--- src/rtl/spi_pkg.sv ---
// Shared SPI definitions: FSM state encoding, default frame width and mode-0 edge constants.
package spi_pkg;
  localparam int DEFAULT_DATA_W = 8;

  localparam logic [1:0] ST_IDLE  = 2'd0;
  localparam logic [1:0] ST_LOAD  = 2'd1;
  localparam logic [1:0] ST_SHIFT = 2'd2;

  // Mode 0: sclk idles low, data sampled on the rising edge and launched on the falling edge.
  localparam logic CPOL    = 1'b0;
  localparam logic SS_IDLE = 1'b1;
endpackage

--- src/rtl/spi_sync.sv ---
// Multi-flop synchronizer for one asynchronous SPI pin, with single-clk rise/fall pulses.
module spi_sync import spi_pkg::*; #(
  parameter int   SYNC_STAGES = 2,
  parameter logic RST_VAL     = CPOL
) (
  input  logic clk,
  input  logic reset,
  input  logic d_i,
  output logic q_o,
  output logic rise_o,
  output logic fall_o
);
  logic [SYNC_STAGES-1:0] sync_q;
  logic                   prev_q;

  always_ff @(posedge clk or negedge reset) begin
    if (!reset) begin
      sync_q <= {SYNC_STAGES{RST_VAL}};
      prev_q <= RST_VAL;
    end else begin
      sync_q <= {sync_q[SYNC_STAGES-2:0], d_i};
      prev_q <= sync_q[SYNC_STAGES-1];
    end
  end

  assign q_o    = sync_q[SYNC_STAGES-1];
  assign rise_o = q_o & ~prev_q;
  assign fall_o = ~q_o & prev_q;
endmodule

--- src/rtl/spi_slave.sv ---
// Mode-0 SPI slave, MSB first, oversampled by clk. Define SPI_SLAVE_UNDERRUN_EN to add the
// tx_underrun pulse output.
module spi_slave import spi_pkg::*; #(
  parameter int DATA_W      = DEFAULT_DATA_W,
  parameter int SYNC_STAGES = 2
) (
  input  logic              clk,
  input  logic              reset,
  input  logic              sclk,
  input  logic              ss,
  input  logic              mosi,
  output logic              miso,
  input  logic [DATA_W-1:0] tx_data,
  input  logic              tx_valid,
  output logic              tx_ready,
  output logic [DATA_W-1:0] rx_data,
  output logic              rx_valid,
  output logic              busy
`ifdef SPI_SLAVE_UNDERRUN_EN
  ,
  output logic              tx_underrun
`endif
);
  localparam int CNT_W = (DATA_W > 1) ? $clog2(DATA_W) : 1;
  localparam logic [CNT_W-1:0] LAST_BIT = CNT_W'(DATA_W - 1);

  logic sclk_unused_lvl, sclk_rise, sclk_fall;
  logic ss_s, ss_rise, ss_fall;
  logic mosi_s, mosi_unused_rise, mosi_unused_fall;

  spi_sync #(.SYNC_STAGES(SYNC_STAGES), .RST_VAL(CPOL)) u_sync_sclk (
    .clk(clk), .reset(reset), .d_i(sclk), .q_o(sclk_unused_lvl), .rise_o(sclk_rise), .fall_o(sclk_fall));
  spi_sync #(.SYNC_STAGES(SYNC_STAGES), .RST_VAL(SS_IDLE)) u_sync_ss (
    .clk(clk), .reset(reset), .d_i(ss), .q_o(ss_s), .rise_o(ss_rise), .fall_o(ss_fall));
  spi_sync #(.SYNC_STAGES(SYNC_STAGES), .RST_VAL(1'b0)) u_sync_mosi (
    .clk(clk), .reset(reset), .d_i(mosi), .q_o(mosi_s), .rise_o(mosi_unused_rise), .fall_o(mosi_unused_fall));

  logic [1:0]             state_q, state_d;
  logic [CNT_W-1:0]       cnt_q, cnt_d;
  logic [DATA_W-1:0]      rx_sh_q, rx_sh_d, tx_sh_q, tx_sh_d;
  logic [DATA_W-1:0]      hold_q, hold_d, rx_data_q, rx_data_d;
  logic                   hold_full_q, hold_full_d, rx_valid_q, rx_valid_d, miso_q, miso_d;
  logic                   armed_q, armed_d;
  logic [SYNC_STAGES-1:0] settle_q, settle_d;
  logic                   sample_edge, shift_edge;
  logic [DATA_W-1:0]      rx_next;

  assign sample_edge = CPOL ? sclk_fall : sclk_rise;
  assign shift_edge  = CPOL ? sclk_rise : sclk_fall;
  assign rx_next     = {rx_sh_q[DATA_W-2:0], mosi_s};

  always_comb begin
    state_d     = state_q;
    cnt_d       = cnt_q;
    rx_sh_d     = rx_sh_q;
    tx_sh_d     = tx_sh_q;
    hold_d      = hold_q;
    hold_full_d = hold_full_q;
    rx_data_d   = rx_data_q;
    rx_valid_d  = 1'b0;
    miso_d      = miso_q;
    // A frame already in progress at reset release is ignored: arm only once ss is seen high.
    settle_d    = {settle_q[SYNC_STAGES-2:0], 1'b1};
    armed_d     = armed_q | (settle_q[SYNC_STAGES-1] & ss_s);
    case (state_q)
      ST_IDLE: begin
        miso_d  = 1'b0;
        cnt_d   = '0;
        rx_sh_d = '0;
        if (ss_fall && armed_q) state_d = ST_LOAD;
      end
      ST_LOAD: begin
        tx_sh_d     = hold_full_q ? hold_q : '0;
        miso_d      = hold_full_q & hold_q[DATA_W-1];
        hold_full_d = 1'b0;
        state_d     = ST_SHIFT;
      end
      ST_SHIFT: begin
        if (sample_edge) begin
          rx_sh_d = rx_next;
          if (cnt_q == LAST_BIT) begin
            cnt_d      = '0;
            rx_data_d  = rx_next;
            rx_valid_d = 1'b1;
            state_d    = ST_LOAD;
          end else begin
            cnt_d = cnt_q + 1'b1;
          end
        end
        // The fall trailing the last bit of a byte (counter back at 0) must not disturb the MSB LOAD placed.
        if (shift_edge && cnt_q != '0) begin
          tx_sh_d = tx_sh_q << 1;
          miso_d  = tx_sh_q[DATA_W-2];
        end
      end
      default: state_d = ST_IDLE;
    endcase
    if (ss_rise) begin
      state_d     = ST_IDLE;
      cnt_d       = '0;
      rx_sh_d     = '0;
      miso_d      = 1'b0;
      tx_sh_d     = tx_sh_q;
      hold_full_d = hold_full_q;
    end
    if (tx_valid && !hold_full_q) begin
      hold_d      = tx_data;
      hold_full_d = 1'b1;
    end
  end

  always_ff @(posedge clk or negedge reset) begin
    if (!reset) begin
      state_q     <= ST_IDLE;
      cnt_q       <= '0;
      rx_sh_q     <= '0;
      tx_sh_q     <= '0;
      hold_q      <= '0;
      hold_full_q <= 1'b0;
      rx_data_q   <= '0;
      rx_valid_q  <= 1'b0;
      miso_q      <= 1'b0;
      armed_q     <= 1'b0;
      settle_q    <= '0;
    end else begin
      state_q     <= state_d;
      cnt_q       <= cnt_d;
      rx_sh_q     <= rx_sh_d;
      tx_sh_q     <= tx_sh_d;
      hold_q      <= hold_d;
      hold_full_q <= hold_full_d;
      rx_data_q   <= rx_data_d;
      rx_valid_q  <= rx_valid_d;
      miso_q      <= miso_d;
      armed_q     <= armed_d;
      settle_q    <= settle_d;
    end
  end

`ifdef SPI_SLAVE_UNDERRUN_EN
  logic underrun_q;
  always_ff @(posedge clk or negedge reset) begin
    if (!reset) underrun_q <= 1'b0;
    else        underrun_q <= (state_q == ST_LOAD) && !hold_full_q && !ss_rise;
  end
  assign tx_underrun = underrun_q;
`endif

  assign miso     = miso_q;
  assign tx_ready = ~hold_full_q;
  assign rx_data  = rx_data_q;
  assign rx_valid = rx_valid_q;
  assign busy     = (state_q != ST_IDLE);
endmodule
--- config.mk ---
export PLATFORM = sky130hd
export DESIGN_NAME = spi_slave
export DESIGN_NICKNAME = d
export VERILOG_FILES = /design/src/rtl/spi_pkg.sv /design/src/rtl/spi_sync.sv /design/src/rtl/spi_slave.sv
export SDC_FILE = /design/constraint.sdc
export NUM_CORES = 1
export LEC_CHECK = 0
export ABC_AREA = 0
export BUFFER_PORTS_ARGS = -buffer_cell sky130_fd_sc_hd__buf_2
export CORE_MARGIN = 2
export CORE_UTILIZATION = 31
export CTS_CLUSTER_SIZE = 25
export DETAILED_ROUTE_END_ITERATION = 10
export SLEW_MARGIN = 20
export SYNTH_ARGS = -nofsm -noshare
export SYNTH_HDL_FRONTEND = slang
export SYNTH_SLANG_ARGS = --single-unit
--- constraint.sdc ---
create_clock -name clk -period 1.5 [get_ports clk]
set_input_delay 0.15 -clock clk [delete_from_list [all_inputs] [get_ports clk]]
set_output_delay 0.15 -clock clk [all_outputs]
set_load 0.02 [all_outputs]
# [Word level (Yosys, flattened, before mapping)]
# Index checks and enable logic that the tools add are counted.
[op_classes] n_addsub=1 n_eq_ne=9 muxes=24 bitwise=13 n_reduce_logical=17
[op_table] op="2-to-1 mux 7 bit" n=4
[op_table] op="case mux 7 bit (2 select lines)" n=2
[op_table] op="inequality test 3 bit, second input constant" n=4
[op_table] op="2-to-1 mux 3 bit" n=3
[op_table] op="AND reduction 3 bit" n=3
[op_table] op="2-to-1 mux 1 bit" n=8
[op_table] op="2-to-1 mux 2 bit" n=4
[op_table] op="AND 1 bit" n=6
[op_table] op="inverter 1 bit" n=6
[op_table] op="case mux 2 bit (3 select lines)" n=1
[op_table] op="case mux 3 bit (2 select lines)" n=1
[op_table] op="AND reduction 2 bit" n=3
[op_table] op="nonzero test 2 bit" n=3
[op_table] op="nonzero test 3 bit" n=2
[op_table] op="nonzero test 4 bit" n=1
[op_table] op="adder 3 x 1 -> 3 bit, second input constant" n=1
[op_table] op="equality test 3 bit, second input constant" n=1
[op_table] op="logical AND 1 bit" n=3
[op_table] op="case mux 1 bit (3 select lines)" n=1
[op_table] op="equality test 2 x 1 -> 1 bit, second input constant" n=1
[op_table] op="equality test 2 bit, second input constant" n=1
[op_table] op="logical NOT 2 bit" n=1
[op_table] op="inequality test 2 x 1 -> 1 bit, second input constant" n=1
[op_table] op="inequality test 2 bit, second input constant" n=1
[op_table] op="2 further kinds" n=2
[word_totals] regBits=49 out_inout_bits=12

# [Logic depth before layout (Yosys ltp)]
[depth] word_depth=6 mapped_depth=8

# [By module]
# From an unflattened synthesis, not the netlist that was laid out.
[unflattened] cells_unflattened=169 hier_area_um2=2127.0
[by_module_without_submodules] module="spi_slave" n_inst=1 cells_each=154 area_each_um2=1853.0
[by_module_without_submodules] module="spi_sync at u_sync_mosi ..." n_inst=2 cells_each=5 area_each_um2=90.1
[by_module_without_submodules] module="spi_sync at u_sync_ss" n_inst=1 cells_each=5 area_each_um2=93.8

# [Worst setup path after synthesis]
# Ideal clock, no wire load.
[synth_timing] path_kind="register -> register" start="register cnt_q[0]" end="register tx_sh_q[1]" t_arrival_ns=1.476 setup_slack_ns=-0.101 path_stages_with_launch=7 path_buffers=0 path_cell_list="dfrtp_1 -> inv_1 -> ha_1 -> nor2b_1 -> o31a_4 -> nor2_8 -> mux2_4"
[synth_between] elab_chain_len=4
[synth_lines] element="start, declared" line="spi_slave.sv:39" source="logic [CNT_W-1:0] cnt_q, cnt_d;"
[synth_lines] element="start signal, assigned" line="spi_slave.sv:127" source="cnt_q <= cnt_d;"
[synth_lines] element="nonzero test 3 bit" line="spi_slave.sv:91" source="if (shift_edge && cnt_q != '0) begin"
[synth_lines] element="logical AND 1 bit" line="spi_slave.sv:91"
[synth_lines] element="inequality test 2 bit (no line)"
[synth_lines] element="AND reduction 3 bit (no line)"
[synth_lines] element="end signal, assigned" line="spi_slave.sv:129" source="tx_sh_q <= tx_sh_d;"
[synth_lines] element="end, declared" line="spi_slave.sv:40" source="logic [DATA_W-1:0] rx_sh_q, rx_sh_d, tx_sh_q, tx_sh_d;"
# No other way between the ends.
# A chain may end at the register's enable or synchronous reset.

# [Worst setup path in the final report]
[layout_timing] start="register cnt_q[0]" end="register tx_sh_q[4]"
# Same word-level chain as after synthesis.

==> impl_metrics.yaml <==
logic_synthesis:
  synthArstFlopShare: 1.00
  ys_seq_area_frac: 0.606
  ys_ff_latch: 49
  synth-main-ff-cell: "dfrtp_1"
  syn_area_um2: 2030
  synthTopCellsByCount: "dfrtp_1, o21ai_0, inv_1"
  yosysMostFrequentCell: "dfrtp_1"
  synth_top_area_frac: 0.568
  avgSynthCellArea_um2: 12.2
  yosys.area.top_type: "dfrtp_1"
  synth_nets: 186
  ys_warn_count: 0
  ys_types: 31
  synth_edf_count: 0
  synth.area.top_cells: "dfrtp_1, o21ai_0, mux2_4"
  syn_inst: 166
clock_tree:
  cts_tree: "built"
  clock_tree.buffer_depth: 2
  cts_buffers: 5
  clock-sinks: 49
  clkSlewWorstSetupHoldPaths_ns: 0.09
  clk_latency_ns: 0.30
  clock-root-buffer: "clkbuf_8"
  htreeDepth: 2
power_and_ir_drop:
  power.total_w: 0.00390
  power_frac_comb: 0.350
  ir_drop_uv: 575
  switching_share: 0.310
  seqPwrFrac: 0.450
  leakage_nw: 1.18
  switching_power_w: 0.00121
  power.internal_w: 0.00269
  power_density_nw_per_um2: 1560
  clock_power_share: 0.200
critical_path:
  crit_fanout: 6
  reg2reg_depth: 6
  startpoint_type: "flop"
  reg2reg_from: "cnt_q[0]"
  crit_end: "tx_sh_q[4]"
  cp.arrival_ns: 1.78
  crit_required_ns: 1.68
  r2r_setup_slack_ns: -0.10
  reg2reg_to: "tx_sh_q[4]"
  crit_type: "flop to flop"
  cp-startpoint: "cnt_q[0]"
  cp-end-kind: "flop"
detailed_routing:
  drt_iter0_markers: 85
  vias: 1270
  drcViolationCount: 0
  routedWlPerCell_um: 11.8
  dr.pass1.iters: 4
  routed_via_density: 4.47
  drt_wl_total_mm: 3.35
  ant_nets: 0
finish:
  nets: 226
  diodes: 0
  fin_area_um2: 2500
  synthToLayoutAreaGrowth_pct: 23.5
  drive_gt1_frac: 0.348
  post-route-util: 0.394
  fill_cells: 582
grt:
  grt_start_max_net_pins: 35
  overflow: 0
  grt_usage: 0.105
  grt_pass1_vias: 1234
  grt_pass1_wl_mm: 5.88
  antenna_found_initial: 0
placed_design:
  gp_congestion: 0.730
  hpwl_mm: 2.39
  place_area_um2: 2340
  port_buffers: 25
  dpl_worst_slack_ns: -0.103
floorplanning:
  die_h_um: 84.9
  dieArea_um2: 7210
  rows: 29
  die_w_um: 84.9
  boundaryPins: 26
  core_area_um2: 6350
  start_util: 0.319
sta:
  setup_violations: 8
  fin_worst_skew_ns: 0.0128
  finalMaxSlewViolations: 0
  min_period_ns: 1.60
  timing.fmax_mhz: 624
  setup_ws_ns: -0.102
  post-route-period-util: 1.07
  finalHoldViolations: 0
  rsz0062_at_grt: "yes"
flow_run:
  drv_cap: 0
worst_hold_path:
  worstHoldPathType: "primary input to flop"
outcome:
  outcome: "complete, but fails checks"
  violations: "negative setup slack"
## repair_timing
| item | 4_1_cts | 5_1_grt |
|---|---|---|
| pin swaps | 2 | 0 |
| buffers inserted | 0 | 0 |
| setup endpoints to repair | 24 | 29 |
| hold endpoints to repair | 18 | 0 |
| resized for setup | 5 | 6 |
| hold buffers | 4 | 0 |
## per-stage QoR
stage / setup TNS, ns / hold WS (ns) / cells
3_5_place_dp: -1.07 / 0.0932 / 272
2_1_floorplan: -0.338 / -0.146 / 166
4_1_cts: -0.779 / 0.0617 / 284
6_report: -0.682 / 0.0746 / 284
3_3_place_gp: -0.781 / 0.0907 / 272
5_1_grt: -2.14 / 0.0725 / 284
## sequential cells by signal, indices dropped and copies added (netlist names)
name,cells
cnt_q,3
u_sync_ss.prev_q,1
u_sync_sclk.prev_q,1
state_q,2
hold_full_q,1
armed_q,1
rx_data,8
rx_valid,1
u_sync_mosi.sync_q,2
u_sync_ss.sync_q,2
hold_q,8
u_sync_sclk.sync_q,2
miso,1
rx_sh_q,7
settle_q,2
tx_sh_q,7
## layout make-up
cell class,count,area [um2],area share
well taps,77,96.3,0.0385
inverters,16,60.1,0.0240
repair buffers,41,284,0.113
multi-input cells,93,744,0.297
clock buffers,8,90.1,0.0360
flip-flops and latches,49,1230,0.491
## kinds of logic after synthesis
family | Yosys count | share of synthesized area
DFF | 49 | 0.606
and+or+nand+nor | 36 | 0.0981
AOI/OAI and AO/OA | 35 | 0.114
buffers and inverters | 24 | 0.0481
muxes | 15 | 0.0944
adders and majority gates | 6 | 0.0370
other | 1 | 0.00185
## worst max-delay path: stages, from the launching register on
cell and delay, ns:
dfrtp_1 0.37, inv_2 0.06, ha_4 0.15, nor2b_4 0.12
o31a_4 0.30, nor2_8 0.16, mux2_4 0.32
## per-layer routing
layer,part of all wire,up-vias,GRT usage
met1,0.48,611,0.141
met2,0.47,12,0.156
met5,0,-,0
met3,0.022,6,0.0253
li1,-,641,-
met4,0.024,0,0.0563
## worst min-delay path by stage
stage	startpoint	cells past startpoint	slack (ns)	endpoint
after floorplan	reset	0	-0.15	armed_q
after global placement	reset	1	0.09	rx_data[3]
after detailed placement	reset	1	0.09	rx_data[2]
after CTS	tx_data[7]	2	0.06	hold_q[7]
after global routing	tx_data[5]	2	0.07	hold_q[5]
final	tx_data[7]	2	0.07	hold_q[7]
## layout by cell type, fill, tap and decap left out, drive strengths merged, types with 2 or more instances in the layout
cell         Yosys  final
a22o             5      5
buf              6     37
dfstp            3      3
nand3           11     11
o211ai           2      2
nor2b            2      2
dfrtp           46     46
inv             16     16
mux2            15     15
nand2           12     12
o31ai            2      2
o21ai           20     20
clkbuf           2      8
nand3b           3      3
dlygate4sd3      0      4
nor2             4      4
ha               6      6
## power groups by stage
stage	combinational, W	sequential, W	clock (W)
final	0.00137	0.00175	0.000780
after global routing	0.00151	0.00179	0.000865
after global placement	0.00130	0.00177	0
after detailed placement	0.00132	0.00177	0
after CTS	0.00135	0.00175	0.000812
after floorplan	0.000959	0.00173	0
Power figures use the tool's default switching activity.
